### src/rtl/ofdm_intlv_pingpong.sv
// ofdm_intlv_pingpong
//   802.11a block interleaver that sits between the convolutional encoder and
//   the QAM mapper. Two ping-pong flop banks let one OFDM symbol fill, one coded
//   bit per beat, while the previous symbol drains one subcarrier group of bpsc
//   bits per beat. The modulation mode (1/2/4/6 coded bits per subcarrier) is
//   chosen per symbol.
//
// Ports
//   clk       rising-edge clock
//   reset     asynchronous active-low reset
//   bpsc      mode for the symbol being written; sampled on its first bit
//   in_data   coded bit
//   in_val    in_data valid
//   in_rdy    the write bank can accept a bit
//   out_data  subcarrier group, LSB-aligned, unused upper bits are 0
//   out_bpsc  mode of the symbol being drained (1 when idle)
//   out_last  current group is the final group of its symbol
//   out_val   out_data valid
//   out_rdy   mapper accepts the group
//   clear     synchronous flush of both banks and all counters

module ofdm_intlv_pingpong #(
  parameter int N_SD     = 48,
  parameter int MAX_BPSC = 6,
  parameter int BANK_W   = N_SD * MAX_BPSC
) (
  input  logic                clk,
  input  logic                reset,
  input  logic [2:0]          bpsc,
  input  logic                in_data,
  input  logic                in_val,
  output logic                in_rdy,
  output logic [MAX_BPSC-1:0] out_data,
  output logic [2:0]          out_bpsc,
  output logic                out_last,
  output logic                out_val,
  input  logic                out_rdy,
  input  logic                clear
);

  localparam int KW = $clog2(BANK_W);
  localparam int MW = $clog2(N_SD);
  localparam logic [MW-1:0] M_LAST = MW'(N_SD - 1);

  typedef enum logic [1:0] {
    ST_EMPTY,
    ST_FILLING,
    ST_FULL,
    ST_DRAINING
  } bank_st_t;

  // Any mode outside {1,2,4,6} falls back to BPSK.
  function automatic logic [2:0] legal_bpsc(input logic [2:0] b);
    case (b)
      3'd1, 3'd2, 3'd4, 3'd6: legal_bpsc = b;
      default:                legal_bpsc = 3'd1;
    endcase
  endfunction

  // Index of the final bit of a symbol, NCBPS-1.
  function automatic logic [KW-1:0] last_k(input logic [2:0] b);
    case (b)
      3'd2:    last_k = KW'(2 * N_SD - 1);
      3'd4:    last_k = KW'(4 * N_SD - 1);
      3'd6:    last_k = KW'(6 * N_SD - 1);
      default: last_k = KW'(N_SD - 1);
    endcase
  endfunction

  // Two-step 802.11a permutation from the r = k%16, q = k/16 counters.
  //   i = 3*bpsc*r + q, built from shifts.
  //   Second step with s = max(bpsc/2,1):
  //     s=1 : j = i
  //     s=2 : i mod 2 = q mod 2 and (i-r) mod 2 = (q^r) mod 2, so only bit 0 changes.
  //     s=3 : 18r is a multiple of 3, so i mod 3 = q mod 3 and
  //           (i-r) mod 3 = (q-r) mod 3; both come from the mod-3 shadow counters.
  function automatic logic [KW-1:0] perm_addr(
    input logic [2:0] b,
    input logic [3:0] r,
    input logic [4:0] q,
    input logic [1:0] qm3,
    input logic [1:0] rm3
  );
    logic [KW-1:0] rr;
    logic [KW-1:0] i;
    logic [1:0]    d;
    rr = KW'(r);
    case (b)
      3'd2:    i = (rr << 2) + (rr << 1) + KW'(q);
      3'd4:    i = (rr << 3) + (rr << 2) + KW'(q);
      3'd6:    i = (rr << 4) + (rr << 1) + KW'(q);
      default: i = (rr << 1) + rr + KW'(q);
    endcase
    d = (qm3 >= rm3) ? (qm3 - rm3) : (qm3 + 2'd3 - rm3);
    case (b)
      3'd4:    perm_addr = {i[KW-1:1], q[0] ^ r[0]};
      3'd6:    perm_addr = i - KW'(qm3) + KW'(d);
      default: perm_addr = i;
    endcase
  endfunction

  // First bit of group m inside a bank, m*bpsc.
  function automatic logic [KW-1:0] grp_base(input logic [2:0] b, input logic [MW-1:0] m);
    logic [KW-1:0] mm;
    mm = KW'(m);
    case (b)
      3'd2:    grp_base = mm << 1;
      3'd4:    grp_base = mm << 2;
      3'd6:    grp_base = (mm << 2) + (mm << 1);
      default: grp_base = mm;
    endcase
  endfunction

  logic [BANK_W-1:0] bank [2];
  bank_st_t          st [2];
  logic [2:0]        bank_bpsc [2];
  logic              wr_bank;
  logic              rd_bank;
  logic [KW-1:0]     k;
  logic [3:0]        r;
  logic [4:0]        q;
  logic [1:0]        qm3;
  logic [1:0]        rm3;
  logic [MW-1:0]     m;

  logic [2:0]        wr_bpsc;
  logic [KW-1:0]     wr_addr;
  logic              wr_fire;
  logic              wr_end;
  logic [2:0]        rd_bpsc;
  logic [KW-1:0]     rd_base;
  logic              rd_fire;

  // The mode is taken from the port on the first bit and from the bank afterwards,
  // so mid-symbol changes on bpsc have no effect.
  assign wr_bpsc = (k == '0) ? legal_bpsc(bpsc) : bank_bpsc[wr_bank];
  assign wr_addr = perm_addr(wr_bpsc, r, q, qm3, rm3);
  assign in_rdy  = !clear && ((st[wr_bank] == ST_EMPTY) || (st[wr_bank] == ST_FILLING));
  assign wr_fire = in_val && in_rdy;
  assign wr_end  = (k == last_k(wr_bpsc));

  assign out_val  = (st[rd_bank] == ST_FULL) || (st[rd_bank] == ST_DRAINING);
  assign rd_bpsc  = bank_bpsc[rd_bank];
  assign rd_base  = grp_base(rd_bpsc, m);
  assign rd_fire  = out_val && out_rdy && !clear;
  assign out_bpsc = out_val ? rd_bpsc : 3'd1;
  assign out_last = out_val && (m == M_LAST);

  // Output group is a plain mux from the bank flops; it only moves when m,
  // rd_bank or the bank state move, all of which need an accepted group.
  always_comb begin
    out_data = '0;
    for (int b = 0; b < MAX_BPSC; b++) begin
      if (out_val && (3'(b) < rd_bpsc)) begin
        out_data[b] = bank[rd_bank][rd_base + KW'(b)];
      end
    end
  end

  // Bank contents carry data only and are never reset or flushed.
  always_ff @(posedge clk) begin
    if (wr_fire) begin
      bank[wr_bank][wr_addr] <= in_data;
    end
  end

  // Bank state machines, bank pointers and write/read counters. The write side
  // only touches a bank that is EMPTY/FILLING and the read side only one that is
  // FULL/DRAINING, so both updates can land in the same cycle on different banks.
  always_ff @(posedge clk or negedge reset) begin
    if (!reset) begin
      for (int b = 0; b < 2; b++) begin
        st[b]        <= ST_EMPTY;
        bank_bpsc[b] <= 3'd1;
      end
      wr_bank <= 1'b0;
      rd_bank <= 1'b0;
      k       <= '0;
      r       <= '0;
      q       <= '0;
      qm3     <= '0;
      rm3     <= '0;
      m       <= '0;
    end else if (clear) begin
      for (int b = 0; b < 2; b++) begin
        st[b]        <= ST_EMPTY;
        bank_bpsc[b] <= 3'd1;
      end
      wr_bank <= 1'b0;
      rd_bank <= 1'b0;
      k       <= '0;
      r       <= '0;
      q       <= '0;
      qm3     <= '0;
      rm3     <= '0;
      m       <= '0;
    end else begin
      if (wr_fire) begin
        if (k == '0) begin
          bank_bpsc[wr_bank] <= wr_bpsc;
          st[wr_bank]        <= ST_FILLING;
        end
        if (wr_end) begin
          st[wr_bank] <= ST_FULL;
          wr_bank     <= ~wr_bank;
          k           <= '0;
          r           <= '0;
          q           <= '0;
          qm3         <= '0;
          rm3         <= '0;
        end else begin
          k <= k + KW'(1);
          if (r == 4'd15) begin
            r   <= '0;
            rm3 <= '0;
            q   <= q + 5'd1;
            qm3 <= (qm3 == 2'd2) ? 2'd0 : qm3 + 2'd1;
          end else begin
            r   <= r + 4'd1;
            rm3 <= (rm3 == 2'd2) ? 2'd0 : rm3 + 2'd1;
          end
        end
      end
      if (rd_fire) begin
        if (m == M_LAST) begin
          st[rd_bank] <= ST_EMPTY;
          rd_bank     <= ~rd_bank;
          m           <= '0;
        end else begin
          st[rd_bank] <= ST_DRAINING;
          m           <= m + MW'(1);
        end
      end
    end
  end

endmodule

### config.mk
export PLATFORM = sky130hd
export DESIGN_NAME = ofdm_intlv_pingpong
export DESIGN_NICKNAME = d
export VERILOG_FILES = /design/src/rtl/ofdm_intlv_pingpong.sv
export SDC_FILE = /design/constraint.sdc
export NUM_CORES = 2
export LEC_CHECK = 0
export CAP_MARGIN = 40
export CORE_ASPECT_RATIO = 1.1
export CORE_MARGIN = 5
export CORE_UTILIZATION = 55
export DETAILED_ROUTE_END_ITERATION = 6
export PLACE_DENSITY = 0.79
export SYNTH_ARGS = -nofsm -noshare
export SYNTH_HDL_FRONTEND = slang
export SYNTH_SLANG_ARGS = --single-unit
### constraint.sdc
create_clock -name clk -period 8.3 [get_ports clk]
set_input_delay 1.66 -clock clk [delete_from_list [all_inputs] [get_ports clk]]
set_output_delay 1.66 -clock clk [all_outputs]
set_load 0.02 [all_outputs]
Yosys cells after proc, flatten, opt, wreduce, memory -nomap -nowiden. Memories as Yosys holds them, arrays and structs flattened. Cells that the tools add are included.

ROM bits: 0. Bits in latches: 0. Output and inout port bits: 12. Memories kept: 1. RAM bits: 576. Word-level logic and storage cells: 210. Input port bits: 9. Register bits after elaboration: 40.

Memory list: bank (depth 2, width 288, rd ports 1, clocked after Yosys merged registers in 0, write ports 1, line 114) `logic [BANK_W-1:0] bank [2];`.

Divide/modulo/power cells: 0. Add/subtract/negate cells: 25. Shift operators: 0. $lt $le $gt $ge: 19. Multiply operators: 0. Equal/unequal tests: 18. Reductions and logical operators: 30. Bitwise operators: 14. Mux-type cells: 91.

Operator list (count): 288-bit 2-to-1 mux (1); 9-bit one-hot mux with 3 select lines (3); 9-bit by 10-bit less-than comparator with 1-bit output, second input constant (7); 1-bit binary-select mux with 9-bit select (6); 4-bit 2-to-1 mux (13); 2-bit 2-to-1 mux (19); 6-bit 2-to-1 mux (6); 3-bit 2-to-1 mux (10); 9-bit 2-to-1 mux (3); 1-bit 2-to-1 mux (20); 5-bit 2-to-1 mux (4); 8-bit by 5-bit adder with 9-bit output (2); 9-bit by 1-bit adder with 9-bit output, second input constant (2); 9-bit by 2-bit adder with 9-bit output, second input constant (2); 9-bit by 3-bit adder with 9-bit output, second input constant (2); 3-bit equality test, second input constant (6); 9-bit one-hot mux with 2 select lines (1); 6-bit by 5-bit adder with 7-bit output (2); 1-bit logical AND (14); 2-bit nonzero test (5); 8-bit by 7-bit adder with 9-bit output (1); 9-bit by 2-bit adder with 9-bit output (1); 9-bit by 5-bit adder with 9-bit output (1); 1-bit demux with 9-bit select (1); 43 further kinds (65).

Depth between registers and ports, before layout.
Depth after elaboration: 18. Mapped depth: 24. Mapped depth without buffers: 21.

Worst setup path after synthesis. No wires, ideal clock.

Kind: register to output. From: reg rd_bank. To: out out_data[3]. Data required time: 6.640 ns. Buffers on the path: 12. Arrival time: 5.697 ns. Cell stages (with the launch flop): 23. Path slack: 0.943 ns. Path through: dfrtp_1 buf_6 or2_2 o22a_1 a22o_1 clkbuf_1 inv_2 buf_2 buf_2 buf_1 buf_1 ha_1 clkbuf_1 buf_2 buf_1 clkbuf_1 clkbuf_1 clkbuf_1 mux2i_1 nor2_1 a211oi_1 o32ai_1 o211ai_1.

Cells in the longest elaborated chain, start to end: 10. Elaborated cells between the ends (all ways): 21. Classes of those cells: 1 x add/sub; 1 x order compare; 5 x eq/ne; 10 x mux; 1 x bitwise; 2 x reduce/logical; 1 x memory.

Ends and longest elaborated chain: start: declaration (line 118) `logic rd_bank;`; start signal: assignment (line 227) `rd_bank <= ~rd_bank;`; 1-bit NOT with 2-bit output (implied by the code) (line 142, 143); 3-bit 2-to-1 mux (implied by the code) (3 in a row) (line 143) `assign rd_bpsc = bank_bpsc[rd_bank];`; 3-bit equality test / 3-bit by 2-bit equality test with 1-bit output (equally long branches) (line 106) `case (b)`; 9-bit one-hot mux with 3 select lines (line 106); 9-bit by 2-bit adder with 9-bit output (line 155) `out_data[b] = bank[rd_bank][rd_base + KW'(b)];`; 1-bit binary-select mux with 9-bit select (line 155); 1-bit 2-to-1 mux (implied by the code) (line 155); 1-bit 2-to-1 mux * (line 154) `if (out_val && (3'(b) < rd_bpsc)) begin`; end: declaration (line 33) `output logic [MAX_BPSC-1:0] out_data,`.

Mark *: on every way between the ends. The rest lies on a longest branch, timed or not. The select of a mux whose other input is x is not followed.

Worst setup path after layout.
From: reg rd_bank. To: out out_data[1].

Cells in the longest elaborated chain, start to end: 10. Elaborated cells between the ends (all ways): 21. Classes of those cells: 1 x add/sub; 1 x order compare; 5 x eq/ne; 10 x mux; 1 x bitwise; 2 x reduce/logical; 1 x memory.

Ends and longest elaborated chain (line): 1-bit NOT with 2-bit output (implied by the code) (142, 143); 3-bit 2-to-1 mux (implied by the code) (3 in a row) (143); 3-bit equality test / 3-bit by 2-bit equality test with 1-bit output (equally long branches) (106); 9-bit one-hot mux with 3 select lines (106); 9-bit by 1-bit adder with 9-bit output (155); 1-bit binary-select mux with 9-bit select (155); 1-bit 2-to-1 mux (implied by the code) (155); 1-bit 2-to-1 mux * (154).

Marked as above.

==> impl_results.md <==
- Internal Power: 5.39 mW
- Yosys cell types: 95
- Final Power: 7.26 mW
- Seq pwr share: 47.2%
- Antenna violations before repair: 1
- PwrDens: 167 mW/mm²
- Synth-to-layout area growth: 9.46%
- Initial Utilization: 55.4%
- Slowest stage cell on the critical path: clkdlybuf4s50_1
- Sink Count: 614
- Die height: 292 µm
- Critical Path RT: 6.64 ns
- Final Hold Vio Count: 0
- Worst min path class: flip-flop to flip-flop
- Critical path start-end classification: flip-flop to output pin
- Final setup viols: 0
- Worst-Margin Slew: 1.19 ns
- CTS H-tree lvls: 3
- Drt wl/cell: 30.2 µm
- Placed cells: 4152
- Die ar.: 0.0777 mm²
- Layout cells sized above 1: 20.2%
- Routability Congestion: 1.10
- DR pass1 iterations: 7
- Slew Viols, Final: 0
- Critical Path, Cell by Cell: or2_2, o22ai_2, o221a_4, buf_4, ha_1, nand2_1, xnor2_2, buf_4, mux4_2, and2_1, a311oi_1, a31oi_1, o41ai_1, a21o_1, clkdlybuf4s50_1
- Total CTS buffers: 66
- Core area: 0.0718 mm²
- Clock skew: 0.0233 ns
- Yosys Warn Count: 0
- Combinational share of power: 11.8%
- Maximum clock frequency: 0.121 GHz
- Clk_lat worst skew: 0.62 ns
- Vias in the first global route: 29300
- Worst slew margin: 21.0%
- Post-DP Area: 0.0413 mm²
- Number of flops mapped to enable cells by yosys: 576
- DR vias: 30400
- Global-route wire length before repair: 190000 µm
- Post-Syn Nets: 3417
- Iteration-0 DRC Markers: 4967
- Commonest non-fill, non-tap cell in the layout: nor2_1
- Violated checks: DRC
- Post-synthesis sequential area ratio: 45.9%
- Largest net degree at the start of global routing: 236
- Root Buffer: clkbuf_16
- Remaining global-route overflow: 0
- Critical Path AT: 6.58 ns
- Commonest non-fill, non-tap cells in the layout: nor2_1, edfxtp_1, nand2_1
- RSZ-0062 raised after global routing: no
- Final period util: 99.2%
- Status: finished with violations
- Avg Cell Area, Syn: 11.9 µm²
- Setup Buffers After CTS: 0
- Tmin final: 8.24 ns
- CTS clk-pin slew, worst paths: 0.06 ns
- Drt total wl: 129000 µm
- Die X: 266 µm
- IO Count: 21
- Seq cells post-synth: 614
- Peak VDD IR: 0.000138 V
- Finished Cell Area: 0.0435 mm²
- DRC errors left: 6
- CTS tree: yes
- CTS Buffer Depth: 3
- Setup tns final: 0 ns
- IO Port Bufs: 20
- CP startpoint kind: flip-flop
- Mapped Cells: 3337
- Post-DP HPWL: 88200 µm
- Rows: 103
- Final-stage net count: 3355
- Predominant post-synthesis flop cell: edfxtp_1
- Via density: 7.12
- CP Max Fanout: 48
- Leakage: 13.9 nW
- Critical path's most frequent cell: buf_4
- Gr usage total: 32.5%
- Max-Cap Viols: 0
- Synthesized area: 0.0397 mm²
- Part of the power in the clock network: 41.1%
- P_sw: 1.87 mW
- CP Capture Type: output pin
- Post-route ant nets: 0
- Crit-path max cell delay: 0.64 ns
- Final Non-Filler Cells: 4271
- Post-synth ARST share: 6.19%
- Sw Share: 25.7%
[per-layer routing]
| layer | global-route usage, % | part of all wire, % | vias up |
|---|---|---|---|
| met2 | 50.5 | 46 | 2329 |
| met3 | 7.87 | 13 | 543 |
| met4 | 19.0 | 7.6 | 0 |
| met5 | 0 | 0 | - |
| li1 | - | - | 12600 |
| met1 | 42.0 | 33 | 15000 |
[cell type report]
class                           instances  area [µm²]
Tap cell                              945        1180
Inverter                               43         169
Timing Repair Buffer                  151        1470
Sequential cell                       614       18300
Multi-Input combinational cell       2399       20300
Clock inverter                         39         448
Antenna cell                            1        2.50
Fill cell                            5423       28300
Clock buffer                           79        1710
[power groups by stage]
stage                     registers [mW]  clock network, mW  logic (mW)
after floorplan                     3.48                  0       0.553
after global placement              3.49                  0       0.803
after detailed placement            3.49                  0       0.832
after CTS                           3.42               3.00       0.839
after global routing                3.43               3.13       0.922
final                               3.42               2.98       0.853
[through the flow]
step	util, %	setup slack (ns)	hold slack (ns)
after floorplan	-	0.943	0.475
after global placement	57.1	0.758	0.503
after detailed placement	57.6	0.770	0.519
after CTS	60.6	0.103	0.533
after global routing	60.6	0.0512	0.576
final	60.6	0.0638	0.536
[worst max-delay path: cells and delay by family (launching register included)]
kind            cells  cell delay (ns)
buf+inv             3             1.51
mux                 1             0.35
simple gates        3             0.73
compound gates      6             2.10
flops               1             0.57
xor+xnor            1             0.22
fa+ha+maj           1             0.46
[flip-flops by register name (all words and copies together) (netlist names)]
register   count
st             2
r              4
rm3            2
qm3            2
k              9
m              6
bank         576
wr_bank        1
q              5
bank_bpsc      6
rd_bank        1
[cells in the mapped netlist, types with 10 or more instances]
library cell	count	area share, %
and3_1	21	0.33
inv_1	39	0.37
edfxtp_1	576	44
fa_1	17	0.86
a31oi_1	31	0.49
a211oi_1	23	0.43
dfrtp_1	36	2.3
nand2b_1	16	0.25
o21ai_0	50	0.63
a21o_1	16	0.30
nand4_1	42	0.66
nor4_1	13	0.20
xor2_1	13	0.29
nand3_1	101	1.3
a21oi_1	55	0.69
mux4_2	347	20
nor3_1	44	0.55
buf_2	80	1.0
xnor2_1	39	0.86
ha_1	54	1.7
nor2b_1	13	0.20
a311oi_1	14	0.31
or3_1	10	0.16
nand2_1	365	3.4
mux2i_1	227	5.7
nor2_1	673	6.4
buf_4	11	0.21
o211ai_1	11	0.21
mux2_2	35	0.99
clkbuf_1	154	1.5
buf_1	32	0.30
[worst paths after layout]
check | start | endpoint | slack (ns) | cells after the start
max reg2reg | k[4]$_DFFE_PN0P_ | bank[1][284]$_DFFE_PP_ | 1.81 | 19
min reg2reg | rm3[0]$_DFFE_PN0P_ | rm3[1]$_DFFE_PN0P_ | 0.54 | 2
min | rm3[0]$_DFFE_PN0P_ | rm3[1]$_DFFE_PN0P_ | 0.54 | 2
min in group asynchronous | reset | q[3]$_DFFE_PN0P_ | 0.94 | 1
max | rd_bank$_DFFE_PN0P_ | out_data[1] | 0.06 | 15
max in group asynchronous | reset | bank_bpsc[3]$_DFFE_PN1P_ | 6.84 | 2
[timing repair]
item	4_1_cts	5_1_grt
hold buffers	0	0
endpoints found under the setup margin	0	2
resized for setup	0	2
[kinds of logic after synthesis]
| family | synth area share [%] |
|---|---|
| AND/OR/NAND/NOR | 14.2 |
| flip-flops | 45.9 |
| multiplexers | 26.5 |
| buffers and inverters | 3.49 |
| AO/OA/AOI/OAI | 5.82 |
| adder cells (fa/ha/maj) | 2.56 |
| XOR/XNOR | 1.45 |
Note: power is estimated with default switching activity, not from simulation.
